`src/rtl/hazard_stall_ctrl.sv`:
```
// Stall/flush scheduler for the 5-stage pipe: load-use and ID-branch operand hazards,
// branch/jump redirects, memory-busy freeze, saturating event counters and a busy watchdog.
module hazard_stall_ctrl #(
   parameter int CNT_W   = 32,
   parameter int TIMEOUT = 255
) (
   input  logic             Clk,
   input  logic             Rst,
   input  logic [4:0]       ID_Rs,
   input  logic [4:0]       ID_Rt,
   input  logic             ID_UsesRs,
   input  logic             ID_UsesRt,
   input  logic             ID_Branch,
   input  logic             ID_Taken,
   input  logic             ID_Jump,
   input  logic             EX_MemRead,
   input  logic             EX_RegWrite,
   input  logic [4:0]       EX_WriteReg,
   input  logic             MEM_MemRead,
   input  logic [4:0]       MEM_WriteReg,
   input  logic             Mem_Busy,
   output logic             PC_Write,
   output logic             IF_ID_Write,
   output logic             IF_ID_Flush,
   output logic             ID_EX_Flush,
   output logic             Pipe_Freeze,
   output logic [1:0]       State,
   output logic [CNT_W-1:0] Stall_Count,
   output logic [CNT_W-1:0] Flush_Count,
   output logic             Timeout_Err
);

   typedef enum logic [1:0] {
      ST_RUN      = 2'd0,
      ST_HAZARD   = 2'd1,
      ST_FREEZE   = 2'd2,
      ST_REDIRECT = 2'd3
   } act_t;

   act_t             act_d, state_q;
   logic [CNT_W-1:0] stall_q, stall_d, flush_q, flush_d;
   logic [15:0]      busy_q, busy_d;
   logic [16:0]      busy_inc;
   logic             tout_q, tout_d;
   logic             match_ex, match_mem, branch_like, haz_lu, haz_br;

   // Register 0 is hardwired, so a write to it can never create a dependence.
   assign match_ex  = (EX_WriteReg != 5'd0) &&
                      ((ID_UsesRs && EX_WriteReg == ID_Rs) || (ID_UsesRt && EX_WriteReg == ID_Rt));
   assign match_mem = (MEM_WriteReg != 5'd0) &&
                      ((ID_UsesRs && MEM_WriteReg == ID_Rs) || (ID_UsesRt && MEM_WriteReg == ID_Rt));

   // jr/jalr read Rs in ID just like a compare-in-ID branch.
   assign branch_like = ID_Branch || (ID_Jump && ID_UsesRs);
   assign haz_lu      = EX_MemRead && match_ex;
   assign haz_br      = branch_like && ((EX_RegWrite && match_ex) || (MEM_MemRead && match_mem));

   always_comb begin
      act_d       = ST_RUN;
      PC_Write    = 1'b1;
      IF_ID_Write = 1'b1;
      IF_ID_Flush = 1'b0;
      ID_EX_Flush = 1'b0;
      Pipe_Freeze = 1'b0;
      if (Rst) begin
         PC_Write    = 1'b0;
         IF_ID_Write = 1'b0;
      end else if (Mem_Busy) begin
         act_d       = ST_FREEZE;
         PC_Write    = 1'b0;
         IF_ID_Write = 1'b0;
         Pipe_Freeze = 1'b1;
      end else if (haz_lu || haz_br) begin
         act_d       = ST_HAZARD;
         PC_Write    = 1'b0;
         IF_ID_Write = 1'b0;
         ID_EX_Flush = 1'b1;
      end else if ((ID_Branch && ID_Taken) || ID_Jump) begin
         act_d       = ST_REDIRECT;
         IF_ID_Flush = 1'b1;
      end
   end

   always_comb begin
      stall_d = stall_q;
      flush_d = flush_q;
      if ((act_d == ST_HAZARD || act_d == ST_FREEZE) && !(&stall_q))
         stall_d = stall_q + CNT_W'(1);
      if (act_d == ST_REDIRECT && !(&flush_q))
         flush_d = flush_q + CNT_W'(1);
   end

   // busy_inc is the count this busy cycle reaches; the flag sets on the same edge.
   assign busy_inc = {1'b0, busy_q} + 17'd1;
   assign busy_d   = !Mem_Busy ? 16'd0 : (&busy_q) ? busy_q : busy_inc[15:0];
   assign tout_d   = tout_q || (Mem_Busy && busy_inc >= 17'(TIMEOUT));

   always_ff @(posedge Clk) begin
      if (Rst) begin
         state_q <= ST_RUN;
         stall_q <= '0;
         flush_q <= '0;
         busy_q  <= '0;
         tout_q  <= 1'b0;
      end else begin
         state_q <= act_d;
         stall_q <= stall_d;
         flush_q <= flush_d;
         busy_q  <= busy_d;
         tout_q  <= tout_d;
      end
   end

   assign State       = state_q;
   assign Stall_Count = stall_q;
   assign Flush_Count = flush_q;
   assign Timeout_Err = tout_q;

endmodule

```
`config.mk`:
```
export PLATFORM = sky130hd
export DESIGN_NAME = hazard_stall_ctrl
export DESIGN_NICKNAME = d
export VERILOG_FILES = /design/src/rtl/hazard_stall_ctrl.sv
export SDC_FILE = /design/constraint.sdc
export NUM_CORES = 1
export LEC_CHECK = 0
export ABC_CLOCK_PERIOD_IN_PS = 8300
export BUFFER_PORTS_ARGS = -buffer_cell sky130_fd_sc_hd__buf_2
export CAP_MARGIN = 15
export CORE_MARGIN = 5
export CORE_UTILIZATION = 40
export DETAILED_ROUTE_END_ITERATION = 16
export GPL_TIMING_DRIVEN = 0
export PLACE_DENSITY_LB_ADDON = 0.25
export SETUP_SLACK_MARGIN = 0.3
export SLEW_MARGIN = 20
export SYNTH_ARGS = -nofsm -noshare
export SYNTH_HDL_FRONTEND = slang
export SYNTH_SLANG_ARGS = --single-unit
export TNS_END_PERCENT = 50
```
`constraint.sdc`:
```
create_clock -name Clk -period 8.3 [get_ports Clk]
set_input_delay 0 -clock Clk [delete_from_list [all_inputs] [get_ports Clk]]
set_output_delay 0 -clock Clk [all_outputs]
set_load 0.03 [all_outputs]
```
==> key figures <==
Drt
  – Aggregate routed wire length: 11480 um
  – Met2 layer wire length in the routed design: 5336 um
  – Highest routed metal layer: met4
  – DR WL met3: 603 um
  – Pre-antenna DRT Iters: 4
  – Wire length per cell after detailed routing: 14.44 um
  – Number of DRC markers after the initial detailed-route iteration: 197
  – Remaining DRCs: 0
  – Antenna Violating Nets Remaining: 0
  – Met1 wire length: 5218 um
  – Number of vias per cell: 5.411
  – Vias after detailed routing: 4302

Yosys
  – Syn Area/Cell: 8.247 um^2
  – Dominant register cell in the synthesized netlist: sky130_fd_sc_hd__dfxtp_1
  – Syn Inst Count: 536
  – Top post-synthesis cells by area: sky130_fd_sc_hd__dfxtp_1 (38%), sky130_fd_sc_hd__xor2_1 (8.9%), sky130_fd_sc_hd__xnor2_1 (5.5%)
  – Post-synthesis sequential element count: 83
  – Leading area contributor after synthesis: sky130_fd_sc_hd__dfxtp_1
  – Synth Net Count: 572
  – Number of distinct library cells after synthesis: 52
  – Count of flip-flops with a built-in enable after synthesis: 0
  – Top-count cell post-synth: sky130_fd_sc_hd__dfxtp_1
  – Share of async-settable or async-resettable flops after synthesis: 0%
  – Summed instance area of the synthesized netlist: 4420 um^2
  – Synth warnings: 0
  – Sequential area share after synthesis: 37.59%
  – Top-area cell type share of the netlist area: 37.59%
  – Synth top cells by count: sky130_fd_sc_hd__dfxtp_1 (83), sky130_fd_sc_hd__nor2_1 (62), sky130_fd_sc_hd__xor2_1 (45)

Pwr
  – Sequential share of power: 55.1%
  – Internal portion of total power: 554.6 uW
  – Relative contribution of combinational cells to total power: 8.2%
  – Leak Pwr: 2.055 nW
  – Switching fraction of total power: 24.54%
  – Clock share of power: 36.6%
  – Net switching power figure: 180.3 uW
  – Peak ir drop on the vdd network: 71.95 uV
  – Total power consumption of the routed design: 734.9 uW
  – Power density over the cells: 138.5 nW/um^2

Timing
  – Final TNS setup: 0 ns
  – Number of endpoints failing setup at the final stage: 0
  – Max Slew Vio Count: 0
  – Post-layout min period: 2.814 ns
  – Tightest Pin Transition: 0.7053 ns
  – Clock Skew: 0.005322 ns
  – RSZ-0062 raised after global routing: no
  – Maximum clock rate: 355.4 MHz
  – Ratio of final minimum period to clock period: 33.90%
  – Slew Limit Headroom: 51.77%
  – Final Hold Viols: 0

Global route
  – Wire length of the first global-routing pass: 18980 um
  – Antenna violations before repair: 0
  – Vias in the first global route: 4060
  – GRT overflow: 0
  – Maximum number of pins on one net before global-route repair: 13
  – Overall Global Routing Usage: 17.49%

Critical path
  – Flop2flop setup slack: 5.79 ns
  – Required time of the worst setup path: 8.54 ns
  – Worst EP arrival: 3.05 ns
  – Highest fanout seen on the critical path: 10
  – Source of the worst register-to-register timing path: Flush_Count[1]$_SDFFE_PP0P_
  – CP Capture Type: flip-flop
  – Capture point of the worst reg-to-reg path: Flush_Count[1]$_SDFFE_PP0P_
  – Launching element type of the critical path: input port
  – CP startpoint: Rst
  – Worst setup path end: Stall_Count[23]$_SDFFE_PP0P_
  – WS Path Type: in2reg
  – Depth of the worst register-to-register path: 8

Floorplanning
  – Area of the core: 10840 um^2
  – Floorplan die width: 115.1 um
  – Number of rows created at floorplan: 38
  – Die footprint: 13250 um^2
  – Count of pins on the block boundary: 103
  – Die outline height: 115.1 um
  – Initial core utilization: 40.78%

Clock tree
  – Post_cts resized: 0
  – Clk Tree Root Cell: sky130_fd_sc_hd__clkbuf_8
  – CTS buffer count: 9
  – Buffer levels on the longest clock path: 2
  – TritonCTS clock tree: yes
  – Number of H-tree levels: 3
  – Clock-pin slew of the registers on the worst-case setup and hold paths: 0.08 ns
  – Clock latency reported for the late side of the worst-skew pair: 0.35 ns
  – Clock Sink Count: 83

Flow run
  – Max cap viols: 0

Cells and area
  – Synthesis-to-layout area growth: 20.01%
  – # nets final: 687
  – Antenna Diode Count: 0
  – Layout fillers: 1096
  – Fraction of layout instances using a drive strength above 1: 20.61%

Hold path
  – Class of the tightest hold or removal check: in2reg

Placement
  – Detail Placement HPWL: 8781 um
  – # port buffers: 102
  – Routability cong.: 0.8393

Status
  – Outcome: completed
-- cells in the final DEF (no fill, tap or decap), types with 16 or more instances in the layout --
cell and count:
sky130_fd_sc_hd__buf_2 105, sky130_fd_sc_hd__dfxtp_1 83, sky130_fd_sc_hd__nor2_1 62, sky130_fd_sc_hd__xor2_1 45, sky130_fd_sc_hd__a21oi_1 41, sky130_fd_sc_hd__nand3_1 41, sky130_fd_sc_hd__nand2_1 31, sky130_fd_sc_hd__xnor2_1 28
sky130_fd_sc_hd__nand4_1 25, sky130_fd_sc_hd__nor3_1 18, sky130_fd_sc_hd__o21ai_0 17, sky130_fd_sc_hd__clkbuf_1 16, sky130_fd_sc_hd__or3_1 16
-- through the flow --
stage	instance area [um^2]	hold slack (ns)	utilization, %	std cells	worst slack [ns]
floorplan	4420	0.07276	-	536	5.676
global placement	5106	0.2713	47.10	778	5.197
detailed placement	5106	0.2808	47.10	778	5.139
CTS	5305	0.06833	48.94	795	5.473
global route	5305	0.1037	48.94	795	5.228
finish	5305	0.09046	48.94	795	5.486
-- power by group through the flow --
stage	sequential [mW]	clock, mW	combinational, mW
floorplan	0.419	0	0.0299
global route	0.406	0.300	0.0667
finish	0.405	0.269	0.0606
global placement	0.414	0	0.0582
CTS	0.405	0.281	0.0611
detailed placement	0.415	0	0.0601
-- state kept, by name, summed over array words and instances, names as in the netlist --
name,flops
State,2
Flush_Count,32
Stall_Count,32
busy_q,16
Timeout_Err,1
-- per-layer routing --
metal	global-route usage, %	vias to the layer above
met4	8.529	0
met5	0	-
met3	3.684	25
met1	22.20	2006
met2	28.20	103
li1	-	2168
-- timing repair --
action,in CTS,in global routing
buffers inserted,0,0
hold buffers,2,0
endpoints found under the hold margin,3,0
-- how the worst min path moves through the flow --
| stage | from | to | slack, ns | cells past startpoint |
|---|---|---|---|---|
| after floorplan | Mem_Busy | State[0]$_SDFF_PP0_ | 0.07 | 1 |
| after global placement | Mem_Busy | State[0]$_SDFF_PP0_ | 0.27 | 2 |
| after detailed placement | Mem_Busy | State[0]$_SDFF_PP0_ | 0.28 | 2 |
| after CTS | ID_Jump | State[1]$_SDFF_PP0_ | 0.07 | 4 |
| after global routing | ID_Jump | State[0]$_SDFF_PP0_ | 0.10 | 3 |
| final | ID_Jump | State[0]$_SDFF_PP0_ | 0.09 | 3 |
-- critical path, stage by stage --
cell and delay (ns):
sky130_fd_sc_hd__dlygate4sd3_1 0.51, sky130_fd_sc_hd__buf_2 0.16, sky130_fd_sc_hd__nand2b_1 0.12, sky130_fd_sc_hd__clkbuf_1 0.33, sky130_fd_sc_hd__inv_1 0.13, sky130_fd_sc_hd__a21o_1 0.18
sky130_fd_sc_hd__ha_1 0.45, sky130_fd_sc_hd__nand4_1 0.16, sky130_fd_sc_hd__a31oi_1 0.22, sky130_fd_sc_hd__clkbuf_1 0.41, sky130_fd_sc_hd__nand4_1 0.17, sky130_fd_sc_hd__xor2_1 0.16
sky130_fd_sc_hd__nor2_1 0.05
-- layout make-up --
type,count,area (um^2),share of cell area [%]
Timing Repair Buffer,104,530.5,10.00
Sequential cell,83,1662,31.32
Buffer,21,106.4,2.005
Clock inverter,2,10.01,0.1887
Clock buffer,13,168.9,3.184
Tap cell,140,175.2,3.302
Multi-Input combinational cell,421,2611,49.22
Inverter,11,41.29,0.7783
-- logic make-up after synthesis --
family	share of synthesized area, %
and+or+nand+nor	29.58
muxes	0.7076
buffers and inverters	3.340
DFF	37.59
adders and majority gates	1.415
xor gates and xnor gates	14.46
AOI/OAI and AO/OA	12.91
(Power assumes the default switching activity.)
